<file path="src/rtl/cpu_pkg.sv">
// Shared simple_cpu definitions: instruction width and field layout, HALT encoding, fetch FSM states.
package cpu_pkg;

   localparam int unsigned INSTR_WIDTH = 20;
   localparam logic [INSTR_WIDTH-1:0] HALT_WORD = 20'hFFFFF;

   typedef enum logic [1:0] {
      TypeNone   = 2'b00,
      TypeAlu    = 2'b01,
      TypeLoadR  = 2'b10,
      TypeStoreR = 2'b11
   } instr_type_t;

   typedef enum logic [3:0] {
      FuncAdd = 4'd0,
      FuncSub = 4'd1
   } alu_func_t;

   // Field layout of a 20-bit instruction, MSB first.
   typedef struct packed {
      instr_type_t itype;   // [19:18]
      logic [1:0]  x1;      // [17:16]
      logic [1:0]  x2;      // [15:14]
      logic [1:0]  x3;      // [13:12]
      logic [7:0]  offset;  // [11:4]
      logic [3:0]  func;    // [3:0]
   } instr_t;

   typedef enum logic [1:0] {
      FetchIdle  = 2'b00,
      FetchFetch = 2'b01,
      FetchIssue = 2'b10,
      FetchHalt  = 2'b11
   } fetch_state_t;

endpackage

</file>
<file path="src/rtl/instr_rom.sv">
// Program memory: one synchronous write port, one synchronous read port, no reset.
module instr_rom #(
   parameter int unsigned WIDTH     = 20,
   parameter int unsigned ADDR_BITS = 5
) (
   input  logic                 clk,
   input  logic                 we,
   input  logic [ADDR_BITS-1:0] waddr,
   input  logic [WIDTH-1:0]     wdata,
   input  logic                 re,
   input  logic [ADDR_BITS-1:0] raddr,
   output logic [WIDTH-1:0]     rdata
);

   logic [WIDTH-1:0] mem [2**ADDR_BITS];

   always_ff @(posedge clk) begin
      if (we) mem[waddr] <= wdata;
      if (re) rdata <= mem[raddr];
   end

endmodule

</file>
<file path="src/rtl/instr_fetch_unit.sv">
// Program memory plus PC that issues instructions to the core over valid/ready until HALT_WORD.
module instr_fetch_unit #(
   parameter int unsigned               INSTR_WIDTH = 20,
   parameter int unsigned               PC_BITS     = 5,
   parameter logic [INSTR_WIDTH-1:0]    HALT_WORD   = 20'hFFFFF
) (
   input  logic                   clk,
   input  logic                   rst,
   input  logic                   start,
   input  logic                   prog_we,
   input  logic [PC_BITS-1:0]     prog_addr,
   input  logic [INSTR_WIDTH-1:0] prog_data,
   input  logic                   instr_ready,
   output logic [INSTR_WIDTH-1:0] instruction,
   output logic                   instr_valid,
   output logic [PC_BITS-1:0]     pc,
   output logic                   busy,
   output logic                   halted
);
   import cpu_pkg::*;

   fetch_state_t           state_q, state_d;
   logic [PC_BITS-1:0]     pc_q, pc_d;
   logic [INSTR_WIDTH-1:0] instr_q, instr_d;
   logic                   valid_q, valid_d;
   logic                   rom_we, rom_re;
   logic [INSTR_WIDTH-1:0] fetch_buf;

   instr_rom #(
      .WIDTH     (INSTR_WIDTH),
      .ADDR_BITS (PC_BITS)
   ) u_rom (
      .clk   (clk),
      .we    (rom_we),
      .waddr (prog_addr),
      .wdata (prog_data),
      .re    (rom_re),
      .raddr (pc_q),
      .rdata (fetch_buf)
   );

   always_comb begin
      state_d = state_q;
      pc_d    = pc_q;
      instr_d = instr_q;
      valid_d = valid_q;
      rom_we  = 1'b0;
      rom_re  = 1'b0;
      unique case (state_q)
         FetchIdle, FetchHalt: begin
            rom_we = prog_we;
            if (start) begin
               state_d = FetchFetch;
               pc_d    = '0;
            end
         end
         FetchFetch: begin
            rom_re  = 1'b1;
            state_d = FetchIssue;
         end
         FetchIssue: begin
            // valid low in ISSUE means the fetched word has not been examined yet
            if (!valid_q) begin
               if (fetch_buf == HALT_WORD) begin
                  state_d = FetchHalt;
               end else begin
                  instr_d = fetch_buf;
                  valid_d = 1'b1;
               end
            end else if (instr_ready) begin
               valid_d = 1'b0;
               pc_d    = pc_q + 1'b1;
               state_d = FetchFetch;
            end
         end
         default: state_d = FetchIdle;
      endcase
   end

   always_ff @(posedge clk or posedge rst) begin
      if (rst) begin
         state_q <= FetchIdle;
         pc_q    <= '0;
         instr_q <= '0;
         valid_q <= 1'b0;
      end else begin
         state_q <= state_d;
         pc_q    <= pc_d;
         instr_q <= instr_d;
         valid_q <= valid_d;
      end
   end

   assign instruction = instr_q;
   assign instr_valid = valid_q;
   assign pc          = pc_q;
   assign busy        = (state_q == FetchFetch) || (state_q == FetchIssue);
   assign halted      = (state_q == FetchHalt);

endmodule

</file>
<file path="config.mk">
export PLATFORM = sky130hd
export DESIGN_NAME = instr_fetch_unit
export DESIGN_NICKNAME = d
export VERILOG_FILES = /design/src/rtl/cpu_pkg.sv /design/src/rtl/instr_rom.sv /design/src/rtl/instr_fetch_unit.sv
export SDC_FILE = /design/constraint.sdc
export NUM_CORES = 1
export LEC_CHECK = 0
export CAP_MARGIN = 20
export CORE_ASPECT_RATIO = 1.2
export CORE_MARGIN = 3
export CORE_UTILIZATION = 55
export CTS_CLUSTER_DIAMETER = 150
export DETAILED_ROUTE_END_ITERATION = 10
export PLACE_DENSITY = 0.75
export SETUP_SLACK_MARGIN = 0.05
export SLEW_MARGIN = 20
export SYNTH_ARGS = -nofsm -noshare
export SYNTH_HDL_FRONTEND = slang
export SYNTH_SLANG_ARGS = --single-unit
</file>
<file path="constraint.sdc">
create_clock -name clk -period 2.39 [get_ports clk]
set_input_delay 0.717 -clock clk [delete_from_list [all_inputs] [get_ports clk]]
set_output_delay 0.717 -clock clk [all_outputs]
set_load 0.01 [all_outputs]
</file>
# Word-level counts from Yosys, hierarchy flattened
# Memories as Yosys holds them, arrays and structs flattened. A register that Yosys moved wholly into a read port is not among the register bits.
# Cells that the tools add are included.
[op_classes]
addsub = 1
eq_ne = 9
n_mux = 16
bitwise = 2
reduce_logical = 7
[op_table]
columns = ["operator", "n"]
rows = [
  ["20-bit == test (second input constant)", 1],
  ["5-bit 2-to-1 mux", 3],
  ["5-bit one-hot mux with 2 select lines", 1],
  ["2-bit 2-to-1 mux", 4],
  ["1-bit 2-to-1 mux", 7],
  ["2-bit != test (second input constant)", 3],
  ["3-bit != test (second input constant)", 2],
  ["2-bit one-hot mux with 3 select lines", 1],
  ["3-bit AND reduction", 2],
  ["5-bit by 1-bit adder with 5-bit output (second input constant)", 1],
  ["2-bit == test (second input constant)", 2],
  ["4-bit AND reduction", 1],
  ["2-bit by 1-bit == test with 1-bit output (second input constant)", 1],
  ["2-bit logical NOT", 1],
  ["1-bit NOT", 2],
  ["2-bit nonzero test", 1],
  ["2-bit OR reduction", 1],
  ["1-bit logical OR", 1],
]
[word_totals]
reg_bits = 28
ram_bits = 640
input_bits = 30
out_inout_bits = 28
wordCells = 40
memories = 1
[memory_table]
columns = ["memory", "depth", "word_bits", "read_ports", "rd_ports_with_merged_regs", "write_ports", "line", "source"]
rows = [
  ["u_rom.mem", 32, 20, 1, 1, 1, "instr_rom.sv:15", "logic [WIDTH-1:0] mem [2**ADDR_BITS];"],
]

# Logic depth before layout (Yosys ltp)
# Gate-level depths: netlist of run 1.
[logic_depth]
ltp_word = 5
ltp_mapped = 8
ltp_nobuf = 7

# By module
# A second synthesis of run 1 with hierarchy kept.
[hier_totals]
hier_cells = 1522
hier_area_um2 = 27072.2
[by_module_without_submodules]
columns = ["mod", "instances", "cells_each", "area_per_inst_um2", "seq_area_each_um2"]
rows = [
  ["instr_rom", 1, 1414, 25753.4, 19819.0],
  ["instr_fetch_unit", 1, 108, 1318.8, 700.7],
]

# Worst setup path before layout of run 1
# No wires, ideal clock.
[synth_path]
kind = "register to register"
from = "register state_q[0]"
to = "memory u_rom.mem[12][0] (enable)"
t_arrival_ns = 2.190
required_ns = 1.993
setup_slack_ns = -0.197
path_stages_with_launch = 7
path_cell_list = "dfrtp_1 -> inv_1 -> ha_1 -> nand2_1 -> or3_1 -> clkbuf_1 -> nor2_1"
[synth_via]
elab_chain_cells = 5
elab_cells_between_ends = 6
classes_between = "eq/ne (1); mux (3); reduce/logical (2)"
[synth_lines]
columns = ["element", "line", "source"]
rows = [
  ["start: declaration", "instr_fetch_unit.sv:22", "fetch_state_t state_q, state_d;"],
  ["start signal: assignment", "instr_fetch_unit.sv:82", "state_q <= FetchIdle;"],
  ["start signal: assignment", "instr_fetch_unit.sv:87", "state_q <= state_d;"],
  ["2-bit == test or 2-bit logical NOT (tied branches)", "instr_fetch_unit.sv:49", "unique case (state_q)"],
  ["2-bit OR reduction (*)", "instr_fetch_unit.sv:49", ""],
  ["1-bit 2-to-1 mux (*)", "instr_fetch_unit.sv:49", ""],
  ["1-bit 2-to-1 mux (*)", "instr_rom.sv:18", "if (we) mem[waddr] <= wdata;"],
  ["1-bit 2-to-1 mux (implied by the code) (*)", "instr_rom.sv:18", ""],
  ["end: declaration", "instr_rom.sv:15", ""],
]
# Mark *: on every way between the ends. The rest lies on a longest branch, timed or not.

==> impl_metrics.ini, run 1 <==
[sta]
final-hold-violation-count = 0
holdWs_ns = 0.485
finalSetupViolCount = 0
worst_clock_skew_ns = 0.0342
final.min_clock_period_ns = 2.36
worst_slack_ns = 0.0253
fmax_mhz = 423
final.period_utilization_pct = 98.9
relSlewSlack_pct = 70.4
tightest_slew_ns = 0.443
rsz0062_at_grt = yes
slew_viol_final = 0

[routing]
routedWlPerCell_um = 28.7
vias_per_cell = 6.33
num_vias = 13300
dr.pass1.iters = 5
ant_nets = 0
drt_wl_total_um = 60200
drc = 0
first_iter_violations = 1561

[clocking]
cts_htree_levels = 3
cts_root_buf = clkbuf_16
worstSkewPairLatency_ns = 0.60
cts_tree = done
cts_buffer_depth = 3
numCtsBuffers = 67
cts_hold_buf = 0
path_clk_slew_ns = 0.06
clock-sinks = 688

[synthesis]
ys_seq_area_share_pct = 78.2
synth_top_area_share_pct = 75.5
syn_avg_cell_area_um2 = 21.6
syn_inst = 1216
synth_nets = 1250
synthTopCellsByArea = edfxtp_1 76%, mux4_2 10%, mux2i_1 3.1%
synth_edf_count = 660
async_flop_share_pct = 4.07
netlist_area_mm2 = 0.0262
ys_dominant_reg_cell = edfxtp_1
synth_area_leader_cell = edfxtp_1
synth_warnings = 0
synth.distinct_cells = 38
ys_ff_latch = 688

[global_route]
grt.overflow.total = 0
grt_pass1_wl_um = 88400
grt_pass1_vias = 13800
grt_usage_pct = 24.3
grt_max_degree = 33
antenna_found_initial = 1

[finish]
n_antenna_cell = 0
multiInputGateArea_mm2 = 0.00551
final_common_cell = edfxtp_1
fillers = 2923
final_cells = 2100
final_cell_mix = 660 x edfxtp_1, 120 x mux4_2, 105 x buf_4
drive_above_1_share_pct = 29.7
area.growth.synth_to_final_pct = 19.2
finish.utilization_pct = 66.4
nets = 1465
regArea_mm2 = 0.0205

[placement]
gp_congestion = 0.884
hpwl_um = 36300
dp.cells = 1967
io_buffer_count = 57
pre_cts_ws_ns = -0.185

[setup_path]
cp_slowest_stage_delay_ns = 0.54
path_class = reg -> reg
end_kind = flop
cp_slowest_cell = mux4_2
critPathArrivalTime_ns = 2.68
crit_fanout = 5
reg2reg_slack_ns = 0.03
crit_required_ns = 2.70
critPathBufInv = 3
reg2reg_depth = 7
regToRegStartpoint = pc[0]
crit_chain = buf_8 -> clkbuf_16 -> mux4_2 -> a22o_1 -> a211oi_2 -> buf_4 -> a21oi_1
cp-start-kind = flop
rr_endpoint = u_rom.rdata[16]
crit_family = compound AO/OA/AOI/OAI gates

[worst_hold_path]
min-delay-start = instruction[3]
holdPathEnd = instruction[3]
min_path_cells = 1
worstHoldPathType = reg -> reg

[floorplan]
io_pins = 58
initial_core_util_pct = 55.7
die_w_um = 205
die_h_um = 245
rows = 87
core-area_mm2 = 0.0471
fp.dieArea_mm2 = 0.0504

[pwr]
p_leak_uw = 0.00990
peakVddDrop_uv = 697
p_per_area_mw_per_mm2 = 897

[run]
max_cap_viol_count = 0

[outcome]
status = completed
report_power, final:
part           switching (uW)  internal [uW]  leakage, uW
Sequential                324          13800      0.00629
Clock                    4240           5990      0.00104
Combinational            1900           1780      0.00257
per-layer routing:
metal | up-vias | GRT usage [%] | share of wire [%]
met4 | 2 | 8.10 | 2.7
met1 | 6932 | 31.3 | 36
li1 | 5547 | - | -
met2 | 701 | 42.0 | 52
met5 | - | 0 | 0.022
met3 | 109 | 4.79 | 8.7
registers in the layout, indices dropped and copies added, names as in the netlist:
name and flops:
pc 5, instruction 20, u_rom.mem 640, u_rom.rdata 20
state_q 2, instr_valid 1
cells by family (layout without fill, tap and decap cells):
| logic type | count (synthesis) | after routing | synth area share, % |
|---|---|---|---|
| simple gates | 76 | 76 | 1.39 |
| mux | 223 | 223 | 14.3 |
| buf+inv | 73 | 334 | 1.66 |
| flops | 688 | 688 | 78.2 |
| fa+ha+maj | 4 | 4 | 0.191 |
| compound gates | 152 | 152 | 4.23 |
through the flow:
step	total power (uW)	TNS [ns]	cell area (um2)
finish	28100	0	31300
global route	28900	0	31300
CTS	28200	0	31100
detailed placement	17800	-47.24	28800
global placement	17700	-30.45	28800
floorplan	16200	-42.63	26300
how the worst max path moves through the flow:
stage	cells after the start	slack, ns	endpoint	startpoint
after floorplan	6	-0.20	u_rom.mem[12][0]	state_q[0]
final	7	0.03	u_rom.rdata[16]	pc[0]
after global routing	8	0.009	u_rom.rdata[12]	pc[0]
after detailed placement	4	-0.19	u_rom.mem[11][1]	prog_addr[3]
after CTS	8	0.006	u_rom.rdata[12]	pc[0]
after global placement	4	-0.13	u_rom.mem[9][17]	prog_addr[3]
timing repair:
| item | CTS | global route |
|---|---|---|
| setup endpoints to repair | 180 | 21 |
| cloned | 2 | 2 |
| pin swaps | 5 | 10 |
| setup buffers | 13 | 1 |
| gates resized for setup | 21 | 25 |
cell usage after synthesis, types with 6 or more instances:
library cell,n
dfrtp_1,28
mux2i_1,81
nor2_1,37
a21oi_1,40
o221ai_1,39
clkbuf_1,28
a211oi_1,21
nand4_1,6
inv_1,6
nand2_1,9
buf_2,10
buf_4,6
buf_6,17
a22o_1,21
mux4_2,120
a22oi_1,19
mux2_1,19
edfxtp_1,660
area by class of cell:
type	instances	area share, %
flip-flops and latches	688	65.6
multi-input cells	455	17.6
repair buffers	212	7.40
clock buffers	84	5.77
well taps	623	2.49
clock inverters	31	1.00
inverters	7	0.0840
No activity file was read; power rests on OpenSTA's default activity.
==> run 2, diff against run 1 <==
Settings changed: CORE_MARGIN 3 to 2.
==> run 2 against run 1 <==
Against the previous run:
- cell count hardly changed
- non-clock buffer count stayed put
- final area is 1.1% higher
- largest power group unchanged
- first-iteration DRC count is 0.45% lower
- global-route usage is 1.0 points higher
- highest routed layer is now met4
- largest cell class unchanged
- sequential share of layout area is 0.70 points lower
- the run now ends with negative setup slack left
- clock skew is 0.017 ns lower
==> impl_metrics.ini, run 2 (synthesis gave the netlist of run 1 again) <==
[routing]
drt_wl_total_um = 61300
vias_per_cell = 6.33
drc = 0
first_iter_violations = 1554
num_vias = 13300
dr.pass1.iters = 5
routedWlPerCell_um = 29.2
ant_nets = 0

[finish]
drive_above_1_share_pct = 31.0
top_register = u_rom.mem
nets = 1464
n_antenna_cell = 0
area.growth.synth_to_final_pct = 20.5
largest_reg_flops = 640
final_common_cell = edfxtp_1
finish.utilization_pct = 67.2
final_cell_mix = 660 x edfxtp_1, 120 x mux4_2, 91 x buf_4

[placement]
pre_cts_ws_ns = -0.249
gp_congestion = 0.839
hpwl_um = 36200
io_buffer_count = 57

[clocking]
numCtsBuffers = 66
clock-sinks = 688
cts_htree_levels = 3
cts_tree = done
cts_buffer_depth = 3
path_clk_slew_ns = 0.06
worstSkewPairLatency_ns = 0.60
cts_root_buf = clkbuf_16

[pwr]
power_frac_clock_pct = 36.3
peakVddDrop_uv = 652
p_leak_uw = 0.00995
p_int_uw = 21600
p_sw_share_pct = 23.3
p_comb_share_pct = 13.8
seqPwrFrac_pct = 50.0
switchingPower_uw = 6560
p_per_area_mw_per_mm2 = 891

[sta]
rsz0062_at_grt = yes
relSlewSlack_pct = 68.4
tightest_slew_ns = 0.474
fin_tns_setup_ns = -0.0104
final-hold-violation-count = 0
final.min_clock_period_ns = 2.40
holdWs_ns = 0.484
fmax_mhz = 417
slew_viol_final = 0
finalSetupViolCount = 1
worst_clock_skew_ns = 0.0175
worst_slack_ns = -0.0104
final.period_utilization_pct = 100

[setup_path]
regToRegStartpoint = pc[0]
end_kind = flop
cp-start-kind = flop
crit_fanout = 6
crit_required_ns = 2.70
reg2reg_slack_ns = -0.01
critPathArrivalTime_ns = 2.71
path_class = reg -> reg
reg2reg_depth = 8
rr_endpoint = u_rom.rdata[6]

[global_route]
grt_usage_pct = 25.4
grt.overflow.total = 0
antenna_found_initial = 0
grt_max_degree = 38
grt_pass1_vias = 13800
grt_pass1_wl_um = 90200

[worst_hold_path]
holdPathEnd = instruction[15]
min-delay-start = instruction[15]
worstHoldPathType = reg -> reg
min_path_cells = 1

[outcome]
failed_checks = negative setup slack
status = finished with violations

[floorplan]
die_h_um = 243
core-area_mm2 = 0.0470
rows = 87
io_pins = 58
initial_core_util_pct = 55.8
fp.dieArea_mm2 = 0.0495
die_w_um = 203

[run]
max_cap_viol_count = 0
[run 2: changes by cell type in the layout (fill, tap and decap cells not counted), moves of 3 or more]
cell / previous run / this run
a211oi_2: 16 / 20
clkbuf_1: 14 / 10
a21oi_4: 0 / 6
buf_4: 105 / 91
inv_6: 0 / 3
buf_6: 7 / 4
a21oi_2: 1 / 13
clkinv_1: 8 / 18
a211oi_1: 5 / 1
buf_12: 35 / 52
clkinv_2: 15 / 7
a21oi_1: 39 / 21
[run 2: how the worst max path moves through the flow]
stage / cells past startpoint / end / startpoint
4_1_cts: 8 / u_rom.rdata[19] / pc[0]
3_5_place_dp: 4 / u_rom.mem[9][19] / prog_addr[3]
6_report: 8 / u_rom.rdata[6] / pc[0]
3_3_place_gp: 4 / u_rom.mem[9][19] / prog_addr[3]
5_1_grt: 8 / u_rom.rdata[6] / pc[0]
2_1_floorplan: 6 / u_rom.mem[12][0] / state_q[0]
[run 2: routing by layer]
metal	vias to the layer above	global-route usage, %	wire length, um
met5	-	0	0
met2	710	43.2	32000
met1	6935	33.3	22400
li1	5552	-	-
met4	0	9.45	1870
met3	108	3.85	4950
[run 2: power groups by stage]
stage	Combinational [uW]	Sequential (uW)	Clock (uW)
finish	3880	14100	10200
CTS	3790	14100	10300
floorplan	1910	14300	0
global placement	3390	14300	0
detailed placement	3470	14300	0
global route	4100	14100	10800
[run 2: timing repair]
item | 4_1_cts | 5_1_grt
hold buffers | 0 | 0
cloned | 4 | 2
endpoints found under the setup margin | 80 | 20
gates resized for setup | 55 | 29
endpoints found under the hold margin | 0 | 0
pin swaps | 13 | 32
setup buffers | 12 | 9
[run 2: final cells by class]
class | count | area (um2)
Sequential cell | 688 | 20500
Fill cell | 2896 | 15400
Multi-Input combinational cell | 455 | 5660
Timing Repair Buffer | 212 | 2520
Clock buffer | 79 | 1760
Tap cell | 623 | 779
Clock inverter | 37 | 335
Inverter | 7 | 26.3
[run 2: metrics by stage]
| stage | std cells | total power [uW] | instance area [um2] |
|---|---|---|---|
| 2_1_floorplan | 1216 | 16200 | 26300 |
| 3_3_place_gp | 1961 | 17700 | 28900 |
| 3_5_place_dp | 1961 | 17800 | 28900 |
| 4_1_cts | 2093 | 28200 | 31400 |
| 5_1_grt | 2101 | 29000 | 31600 |
| 6_report | 2101 | 28200 | 31600 |
[run 2: worst max-delay path, cell delays in order, from the launching register on]
cell	delay, ns
dfrtp_4	0.50
buf_12	0.17
buf_16	0.15
buf_4	0.13
mux4_2	0.44
a22o_1	0.27
a211oi_2	0.18
buf_4	0.16
a21oi_1	0.08
